`config.mk`:
```
export PLATFORM = sky130hd
export DESIGN_NAME = time_keeper_flat
export DESIGN_NICKNAME = d
export VERILOG_FILES = /design/src/rtl/time_keeper_if.sv /design/src/rtl/time_keeper.sv /design/src/flat_wrapper.sv
export SDC_FILE = /design/constraint.sdc
export NUM_CORES = 1
export LEC_CHECK = 0
export CORE_MARGIN = 5
export CORE_UTILIZATION = 27
export CTS_BUF_LIST = sky130_fd_sc_hd__clkbuf_4
export DETAILED_ROUTE_END_ITERATION = 8
export PLACE_DENSITY_LB_ADDON = 0.3
export REMOVE_ABC_BUFFERS = 1
export SETUP_SLACK_MARGIN = 0.1
export SYNTH_ARGS = -nofsm -noshare
export SYNTH_HDL_FRONTEND = slang
export SYNTH_SLANG_ARGS = --single-unit
```
`constraint.sdc`:
```
create_clock -name clk -period 3.58 [get_ports clk]
set_input_delay 0.537 -clock clk [delete_from_list [all_inputs] [get_ports clk]]
set_output_delay 0.537 -clock clk [all_outputs]
set_load 0.01 [all_outputs]
```
`src/rtl/time_keeper_if.sv`:
```
// Signal bundle between the adjust stage / buttons and the time_keeper core.
// The master modport drives the edits and button pulses; the slave modport is the core.
interface time_keeper_if;
    logic       adjust_mode;
    logic [1:0] adjusted;
    logic [4:0] time_hours_in;
    logic [5:0] time_minutes_in;
    logic [4:0] alarm_hours_in;
    logic [5:0] alarm_minutes_in;
    logic       alarm_stop;
    logic       alarm_snooze;
    logic [4:0] time_hours;
    logic [5:0] time_minutes;
    logic [5:0] time_seconds;
    logic [4:0] alarm_hours;
    logic [5:0] alarm_minutes;
    logic       sec_pulse;
    logic       alarm_ringing;

    modport master (
        output adjust_mode, adjusted, time_hours_in, time_minutes_in,
               alarm_hours_in, alarm_minutes_in, alarm_stop, alarm_snooze,
        input  time_hours, time_minutes, time_seconds, alarm_hours,
               alarm_minutes, sec_pulse, alarm_ringing
    );

    modport slave (
        input  adjust_mode, adjusted, time_hours_in, time_minutes_in,
               alarm_hours_in, alarm_minutes_in, alarm_stop, alarm_snooze,
        output time_hours, time_minutes, time_seconds, alarm_hours,
               alarm_minutes, sec_pulse, alarm_ringing
    );
endinterface

```
`src/rtl/time_keeper.sv`:
```
// Alarm-clock core: HH:MM:SS counter, stored alarm and ringing state machine.
// Optional snooze state is compiled in with TIME_KEEPER_SNOOZE_EN.
module time_keeper #(
    parameter int TICKS_PER_SEC  = 100000000,
    parameter int RING_SECONDS   = 60,
    parameter int SNOOZE_MINUTES = 5
) (
    input  logic         clk,
    input  logic         reset,
    time_keeper_if.slave bus
);
    localparam int PW = (TICKS_PER_SEC > 1) ? $clog2(TICKS_PER_SEC) : 1;
    localparam logic [PW-1:0] PRESC_TC  = PW'(TICKS_PER_SEC - 1);
    localparam logic [31:0]   RING_LAST = 32'(RING_SECONDS - 1);

    typedef enum logic [1:0] {
        ST_IDLE    = 2'd0,
        ST_RINGING = 2'd1,
        ST_ACKED   = 2'd2
`ifdef TIME_KEEPER_SNOOZE_EN
        , ST_SNOOZE = 2'd3
`endif
    } state_t;

    logic [PW-1:0] r_presc;
    logic [4:0]    r_hours;
    logic [5:0]    r_minutes;
    logic [5:0]    r_seconds;
    logic [4:0]    r_alarm_hours;
    logic [5:0]    r_alarm_minutes;
    logic          r_sec_pulse;
    logic          r_ringing;
    logic          r_adjust_prev;
    logic [31:0]   r_cnt;
    state_t        r_state;

    logic w_tick;
    logic w_time_load;
    logic w_alarm_load;
    logic w_match;
    logic w_adjust_rise;

    assign w_tick        = (r_presc == PRESC_TC) && !bus.adjust_mode;
    assign w_time_load   = bus.adjust_mode && bus.adjusted[0] &&
                           (bus.time_hours_in <= 5'd23) && (bus.time_minutes_in <= 6'd59);
    assign w_alarm_load  = bus.adjust_mode && bus.adjusted[1] &&
                           (bus.alarm_hours_in <= 5'd23) && (bus.alarm_minutes_in <= 6'd59);
    assign w_match       = (r_hours == r_alarm_hours) && (r_minutes == r_alarm_minutes);
    assign w_adjust_rise = bus.adjust_mode && !r_adjust_prev;

    // Prescaler, time counter and alarm registers; a valid load also restarts the second.
    always_ff @(posedge clk) begin
        if (reset) begin
            r_presc         <= '0;
            r_hours         <= '0;
            r_minutes       <= '0;
            r_seconds       <= '0;
            r_alarm_hours   <= '0;
            r_alarm_minutes <= '0;
            r_sec_pulse     <= 1'b0;
        end else begin
            r_sec_pulse <= w_tick;
            if (w_time_load) begin
                r_hours   <= bus.time_hours_in;
                r_minutes <= bus.time_minutes_in;
                r_seconds <= '0;
                r_presc   <= '0;
            end else if (!bus.adjust_mode) begin
                if (r_presc == PRESC_TC) begin
                    r_presc <= '0;
                    if (r_seconds == 6'd59) begin
                        r_seconds <= '0;
                        if (r_minutes == 6'd59) begin
                            r_minutes <= '0;
                            r_hours   <= (r_hours == 5'd23) ? 5'd0 : r_hours + 5'd1;
                        end else begin
                            r_minutes <= r_minutes + 6'd1;
                        end
                    end else begin
                        r_seconds <= r_seconds + 6'd1;
                    end
                end else begin
                    r_presc <= r_presc + PW'(1);
                end
            end
            if (w_alarm_load) begin
                r_alarm_hours   <= bus.alarm_hours_in;
                r_alarm_minutes <= bus.alarm_minutes_in;
            end
        end
    end

    // Alarm FSM. ACKED blocks a retrigger until the matching minute has passed.
    always_ff @(posedge clk) begin
        if (reset) begin
            r_state       <= ST_ACKED;
            r_ringing     <= 1'b0;
            r_cnt         <= '0;
            r_adjust_prev <= 1'b0;
        end else begin
            r_adjust_prev <= bus.adjust_mode;
            case (r_state)
                ST_IDLE: begin
                    if (w_match && (r_seconds == 6'd0) && !bus.adjust_mode) begin
                        r_state   <= ST_RINGING;
                        r_ringing <= 1'b1;
                        r_cnt     <= '0;
                    end
                end
                ST_RINGING: begin
                    if (bus.alarm_stop || w_adjust_rise || (w_tick && (r_cnt == RING_LAST))) begin
                        r_state   <= ST_ACKED;
                        r_ringing <= 1'b0;
                    end
`ifdef TIME_KEEPER_SNOOZE_EN
                    else if (bus.alarm_snooze) begin
                        r_state   <= ST_SNOOZE;
                        r_ringing <= 1'b0;
                        r_cnt     <= '0;
                    end
`endif
                    else if (w_tick) begin
                        r_cnt <= r_cnt + 32'd1;
                    end
                end
                ST_ACKED: begin
                    if (!w_match) begin
                        r_state <= ST_IDLE;
                    end
                end
`ifdef TIME_KEEPER_SNOOZE_EN
                ST_SNOOZE: begin
                    if (bus.alarm_stop || bus.adjust_mode) begin
                        r_state <= ST_ACKED;
                    end else if (w_tick) begin
                        if (r_cnt == 32'(SNOOZE_MINUTES * 60 - 1)) begin
                            r_state   <= ST_RINGING;
                            r_ringing <= 1'b1;
                            r_cnt     <= '0;
                        end else begin
                            r_cnt <= r_cnt + 32'd1;
                        end
                    end
                end
`endif
                default: begin
                    r_state   <= ST_ACKED;
                    r_ringing <= 1'b0;
                end
            endcase
        end
    end

`ifdef TIME_KEEPER_SNOOZE_EN
`else
    logic w_unused_snooze;
    assign w_unused_snooze = bus.alarm_snooze;
`endif

    assign bus.time_hours    = r_hours;
    assign bus.time_minutes  = r_minutes;
    assign bus.time_seconds  = r_seconds;
    assign bus.alarm_hours   = r_alarm_hours;
    assign bus.alarm_minutes = r_alarm_minutes;
    assign bus.sec_pulse     = r_sec_pulse;
    assign bus.alarm_ringing = r_ringing;
endmodule

```
`src/flat_wrapper.sv`:
```
// flat-port wrapper written by rule: the top's interface ports become plain ports
module time_keeper_flat 
#(
    parameter int TICKS_PER_SEC  = 100000000,
    parameter int RING_SECONDS   = 60,
    parameter int SNOOZE_MINUTES = 5
)
  (clk, reset, bus_adjust_mode, bus_adjusted, bus_time_hours_in, bus_time_minutes_in, bus_alarm_hours_in, bus_alarm_minutes_in, bus_alarm_stop, bus_alarm_snooze, bus_time_hours, bus_time_minutes, bus_time_seconds, bus_alarm_hours, bus_alarm_minutes, bus_sec_pulse, bus_alarm_ringing);
  time_keeper_if bus_i ();
  input  logic clk;
  input  logic reset;
  input wire logic [$bits(bus_i.adjust_mode)-1:0] bus_adjust_mode;
  input wire logic [$bits(bus_i.adjusted)-1:0] bus_adjusted;
  input wire logic [$bits(bus_i.time_hours_in)-1:0] bus_time_hours_in;
  input wire logic [$bits(bus_i.time_minutes_in)-1:0] bus_time_minutes_in;
  input wire logic [$bits(bus_i.alarm_hours_in)-1:0] bus_alarm_hours_in;
  input wire logic [$bits(bus_i.alarm_minutes_in)-1:0] bus_alarm_minutes_in;
  input wire logic [$bits(bus_i.alarm_stop)-1:0] bus_alarm_stop;
  input wire logic [$bits(bus_i.alarm_snooze)-1:0] bus_alarm_snooze;
  output wire logic [$bits(bus_i.time_hours)-1:0] bus_time_hours;
  output wire logic [$bits(bus_i.time_minutes)-1:0] bus_time_minutes;
  output wire logic [$bits(bus_i.time_seconds)-1:0] bus_time_seconds;
  output wire logic [$bits(bus_i.alarm_hours)-1:0] bus_alarm_hours;
  output wire logic [$bits(bus_i.alarm_minutes)-1:0] bus_alarm_minutes;
  output wire logic [$bits(bus_i.sec_pulse)-1:0] bus_sec_pulse;
  output wire logic [$bits(bus_i.alarm_ringing)-1:0] bus_alarm_ringing;
  assign bus_i.adjust_mode = bus_adjust_mode;
  assign bus_i.adjusted = bus_adjusted;
  assign bus_i.time_hours_in = bus_time_hours_in;
  assign bus_i.time_minutes_in = bus_time_minutes_in;
  assign bus_i.alarm_hours_in = bus_alarm_hours_in;
  assign bus_i.alarm_minutes_in = bus_alarm_minutes_in;
  assign bus_i.alarm_stop = bus_alarm_stop;
  assign bus_i.alarm_snooze = bus_alarm_snooze;
  assign bus_time_hours = bus_i.time_hours;
  assign bus_time_minutes = bus_i.time_minutes;
  assign bus_time_seconds = bus_i.time_seconds;
  assign bus_alarm_hours = bus_i.alarm_hours;
  assign bus_alarm_minutes = bus_i.alarm_minutes;
  assign bus_sec_pulse = bus_i.sec_pulse;
  assign bus_alarm_ringing = bus_i.alarm_ringing;
  time_keeper #(.TICKS_PER_SEC(TICKS_PER_SEC), .RING_SECONDS(RING_SECONDS), .SNOOZE_MINUTES(SNOOZE_MINUTES)) u_core (.clk(clk), .reset(reset), .bus(bus_i));
endmodule
```
# Word-level counts from Yosys, hierarchy flattened
# Cells that the tools add are included.
[word_totals] ff_bits=92 out_inout_bits=30 word_cells=90
[op_classes] addsub=5 n_lt_le_gt_ge=4 n_eq_ne=15 n_mux=24 n_bitwise=2 n_reduce_logical=29
[ops] cell="$mux 32" count=3
[ops] cell="$pmux 32 s2" count=1
[ops] cell="$mux 6" count=6
[ops] cell="$add 32x1->32 const B" count=1
[ops] cell="$eq 32x6->1 const B" count=1
[ops] cell="$mux 5" count=6
[ops] cell="$add 27x1->27 const B" count=1
[ops] cell="$eq 27x27->1 const B" count=1
[ops] cell="$mux 27" count=1
[ops] cell="$add 6x1->6 const B" count=2
[ops] cell="$eq 6x6->1 const B" count=2
[ops] cell="$le 6x6->1 const B" count=2
[ops] cell="$logic_and 1x1->1" count=12
[ops] cell="$le 5x5->1 const B" count=2
[ops] cell="$reduce_and 3->1" count=3
[ops] cell="$ne 2x1->1 const B" count=4
[ops] cell="$reduce_and 4->1" count=2
[ops] cell="$reduce_bool 2->1" count=4
[ops] cell="$eq 6x6->1" count=1
[ops] cell="$logic_not 6->1" count=1
[ops] cell="$mux 2" count=3
[ops] cell="$pmux 2 s3" count=1
[ops] cell="$add 5x1->5 const B" count=1
[ops] cell="$eq 5x5->1" count=1
[ops] cell="other kinds (12)" count=17

# Logic depth before layout (Yosys ltp)
[logic_depth] depth_word=7 mapped_depth=8 mapped_depth_nobuf=6

# Least setup slack after synthesis
# Ideal clock, no wire load.
[synth_path] path_kind="input to register" startpoint="input bus_adjust_mode" endpoint="register u_core.r_cnt[16]" setup_time_ns=0.074 arrival_time_ns=2.169 required_time_ns=3.506 slack_ns=1.337 cell_stages=5 cell_sequence="nand4b_4 or3_4 a2111o_1 or4_1 o21ai_0"
[synth_via] elab_chain_cells=6 word_cells_on_any_way=11 cone_classes="eq/ne: 3; reduce/logical: 8"
[synth_rtl] item="start, declared" line_no="flat_wrapper.sv:12" source="input wire logic [$bits(bus_i.adjust_mode)-1:0] bus_adjust_mode;"
[synth_rtl] item="$logic_not 1->1" line_no="time_keeper.sv:43, time_keeper.sv:104"
[synth_rtl] item="$logic_and 1x1->1" line_no="time_keeper.sv:43" source="assign w_tick = (r_presc == PRESC_TC) && !bus.adjust_mode;"
[synth_rtl] item="$logic_and 1x1->1" line_no="time_keeper.sv:111" source="if (bus.alarm_stop || w_adjust_rise || (w_tick && (r_cnt == RING_LAST))) begin"
[synth_rtl] item="$logic_or 1x1->1" line_no="time_keeper.sv:111"
[synth_rtl] item="$ne 2x2->1 (no line)"
[synth_rtl] item="$reduce_and 4->1 (no line) *"
[synth_rtl] item="end signal, assigned" line_no="time_keeper.sv:123" source="r_cnt <= r_cnt + 32'd1;"
[synth_rtl] item="end, declared" line_no="time_keeper.sv:34" source="logic [31:0] r_cnt;"
# Mark *: on every way between the ends. The rest lies on a longest branch, timed or not.
# A chain may end at the register's enable or synchronous reset.

# Worst setup path after layout
[layout_path] startpoint="register u_core.r_presc[0]" endpoint="register u_core.r_cnt[25]"
[layout_via] elab_chain_cells=6 word_cells_on_any_way=7 cone_classes="eq/ne: 3; reduce/logical: 4"
[layout_rtl] item="start, declared" line_no="time_keeper.sv:25" source="logic [PW-1:0] r_presc;"
[layout_rtl] item="start signal, assigned" line_no="time_keeper.sv:83" source="r_presc <= r_presc + PW'(1);"
[layout_rtl] item="$eq 27x27->1 *" line_no="time_keeper.sv:43"
[layout_rtl] item="$logic_and 1x1->1 *" line_no="time_keeper.sv:43"
[layout_rtl] item="$logic_and 1x1->1" line_no="time_keeper.sv:111"
[layout_rtl] item="$logic_or 1x1->1" line_no="time_keeper.sv:111"
[layout_rtl] item="$ne 2x2->1 (no line)"
[layout_rtl] item="$reduce_and 4->1 (no line) *"
# Marked as above.

==> summary.md <==
| Metric | Value |
|---|---|
| Status | completed |
| Gr usage total | 12.8% |
| Synth top cells by count | dfxtp_1 (92), nor2_1 (76), nand2_1 (44) |
| HP Class | reg2reg |
| Buffers and inverters on the worst path | 0 |
| Mapped cell area | around 5000 µm² |
| Largest net degree at the start of global routing | 38 |
| Complex-gate fraction of the synthesized area | between 10 and 15% |
| Arr. time, crit path | 2.90 ns |
| Required @ worst endpoint | approximately 4.0 ns |
| Fmax | ~0.4 GHz |
| Clk_lat worst skew | ~0.47 ns |
| Mux cell area share after synthesis | between 2 and 3% |
| Final hold vios | 0 |
| Top-count cell post-synth | dfxtp_1 |
| Fin util | between 30 and 40% |
| Number of global-route vias before repair | 4242 |
| Final worst-path cycle share | 69.7% |
| Synth top area cells | dfxtp_1 (37%), nor2_1 (5.8%), xor2_1 (4.8%) |
| Final min period | between 2 and 2.5 ns |
| Peak supply drop | approximately 0.17 mV |
| Average size of a mapped cell | 8.19 µm² |
| Pwr Total | 1.92 mW |
| Antenna violations before repair | 1 |
| Clk root buf | clkbuf_4 |
| CTS HTree Levels | 3 |
| CTS tree | yes |
| Slew Limit Fails | 0 |
| # rows | slightly below 50 |
| XOR/XNOR Fraction of Synth Area | between 7 and 8% |
| Antenna Nets Post-Route | 0 |
| Clock Skews | 0.0227 ns |
| Pwr Density | ~320 nW/µm² |
| Area of the multi-input gates | ~3000 µm² |
| # DRC | 0 |
| Slew headroom | just under 50% |
| I/O Buffers | 57 |
| RD Place Congestion | about 0.79 |
| First-pass DRT Iterations | 4 |
| Hold buffer count at CTS | 0 |
| Cell variety after synth | slightly below 50 |
| WS Path Type | reg2reg |
| Die span in y | between 100 and 150 µm |
| Synthesized instance count | roughly 600 |
| Int Pwr | 1.43 mW |
| Post-synth top area cell | dfxtp_1 |
| Grt ovf | 0 |
| Worst path cell trace | ha_1, nand4b_4, or3_4, a2111o_1, or4_1, o21ai_0 |
| Post-CTS Setup Bufs | 0 |
| Yosys Warn Count | 0 |
| Final worst slack | about 1.1 ns |
| Max clock buf depth | 2 |
| Initial Util | 27.5% |
| CTS resizes | 0 |
| Clock sink total | 92 |
| Num CTS Buffers | 9 |
| Setup TNS | 0 ns |
| DR iter-0 viols | between 200 and 250 |
| Adder-Cell Fraction of Synth Area | 1.52% |
| Pre-CTS setup slack | between 0.6 and 0.7 ns |
| Clock power share | between 30 and 40% |
| Layout filler cell count | 1941 |
| CP max-delay cell | a2111o_1 |
| # setup viols final | 0 |
| Crit-path max cell delay | approximately 0.57 ns |
| Leakage dissipation | a little over 2 nW |
| Startpoint Class | flip-flop |
| Share of cells above drive strength 1 | under 10% |
| Area growth syn-to-layout | 21.1% |
| Fraction of registers with async set/reset | 0% |
| Die width | between 100 and 150 µm |
| CP max FO | 10 |
| Vias | roughly 4600 |
| Tightest Pin Transition | around 0.77 ns |
| Reg area | approximately 1800 µm² |
| Sequential power share | approximately 56% |
| Main synth FF type | dfxtp_1 |
| Die footprint | ~21000 µm² |
| Maxcap violations | 0 |
| Drt total wl | 13.8 mm |
| Clock transition at path regs | between 0.1 and 0.15 ns |
| Delay-heaviest family, CP | simple AND/OR/NAND/NOR gates |
| Vias per inst | a little over 5 |
| Register area share after synthesis | between 30% and 40% |
| Post-synth EDFFs | 0 |
| Synthesized flop and latch total | 92 |
| NetSw | about 490 µW |
| NumNets Final | 694 |
| Area fraction of the dominant cell type after synthesis | 37.2% |
| RSZ-0062 raised after global routing | no |
| Largest family of logic cells by synthesized area | simple AND/OR/NAND/NOR gates |
| First-pass GRT wire length | 22.4 mm |
| Comb pwr share | under 10% |
| CORE AREA | about 18000 µm² |
| Placed wire-length estimate | a little under 10 mm |
| Switch share | between 20 and 30% |
| I/O Pins | 59 |
| CP endpoint kind | flip-flop |
| Post-synthesis simple-gate area fraction | between 30% and 40% |
| Wirelength per Cell | between 15 and 20 µm |
==> cells by family (layout without fill, tap and decap cells) <==
logic type / Yosys count / count (layout)
AOI/OAI and AO/OA: 106 / 106
buffers and inverters: 42 / 102
DFF: 92 / 92
and+or+nand+nor: 303 / 303
adders and majority gates: 6 / 6
muxes: 14 / 14
xor gates and xnor gates: 41 / 41
other: 0 / 1
==> worst min-delay path, delay by kind of cell, from the launching register on <==
kind	cells	cell delay [ns]
AND/OR/NAND/NOR	2	0.11
flip-flops	1	0.36
==> per-layer routing <==
layer	part of all wire [%]	GRT usage [%]	routed length, µm
met1	52	17.8	7140
met2	45	20.2	6140
met3	1.9	1.53	268
met4	1.7	4.94	240
met5	0	0	0
==> sequential cells by signal (all words and copies together) (netlist names) <==
register / count
u_core.bus.alarm_hours: 5
u_core.bus.alarm_minutes: 6
u_core.bus.alarm_ringing: 1
u_core.bus.sec_pulse: 1
u_core.bus.time_hours: 5
u_core.bus.time_minutes: 6
u_core.bus.time_seconds: 6
u_core.r_adjust_prev: 1
u_core.r_cnt: 32
u_core.r_presc: 27
u_core.r_state: 2
==> layout by cell type (no fill, tap or decap), types with 3 or more instances in the layout <==
master	n
nand4_1	23
nand2b_1	8
ha_1	6
nor2_1	76
inv_1	12
or4_1	7
xor2_1	27
a311oi_1	6
a22oi_1	4
nand3b_1	3
o21a_1	5
and2_1	9
a41oi_1	16
and4_1	12
a21oi_1	10
nand3_1	32
nor2b_1	11
or3_1	8
nor3_1	18
o211ai_1	3
a31oi_1	26
mux2i_1	14
nor4_1	18
o21ai_0	15
and3_1	21
nand2_1	44
clkbuf_4	11
buf_4	17
xnor2_1	14
clkdlybuf4s50_1	57
a211oi_1	9
a21o_1	3
a32oi_1	3
dfxtp_1	92
==> final timing paths <==
check / startpoint / end / slack (ns) / depth (start not counted)
max: u_core.r_presc[0] / u_core.r_cnt[25] / 1.09 / 6
min: u_core.r_cnt[29] / u_core.r_cnt[29] / 0.51 / 2
max reg2reg: u_core.r_presc[0] / u_core.r_cnt[25] / 1.09 / 6
min reg2reg: u_core.r_cnt[29] / u_core.r_cnt[29] / 0.51 / 2
==> layout make-up <==
type	count	area share, %
clock buffer	11	1.38
inverter	12	0.752
sequential	92	30.7
multi-input combinational	470	49.4
antenna	1	0.0418
tap	229	4.78
clock inverter	5	1.27
timing repair buffer	74	11.7
==> power by group through the flow <==
stage | sequential [mW] | clock, mW | combinational (mW)
2_1_floorplan | 1.09 | 0 | 0.0814
3_3_place_gp | 1.09 | 0 | 0.189
3_5_place_dp | 1.09 | 0 | 0.189
4_1_cts | 1.07 | 0.693 | 0.190
5_1_grt | 1.07 | 0.726 | 0.206
6_report | 1.07 | 0.664 | 0.188
==> metrics by stage <==
step / instance area (µm²) / hold slack, ns / cells
finish: 5990 / 0.506 / 894
global route: 5990 / 0.526 / 894
CTS: 5990 / 0.506 / 893
detailed placement: 5830 / 0.483 / 877
global placement: 5830 / 0.483 / 877
floorplan: 4830 / 0.456 / 574
Note: power is estimated with default switching activity, not from simulation.
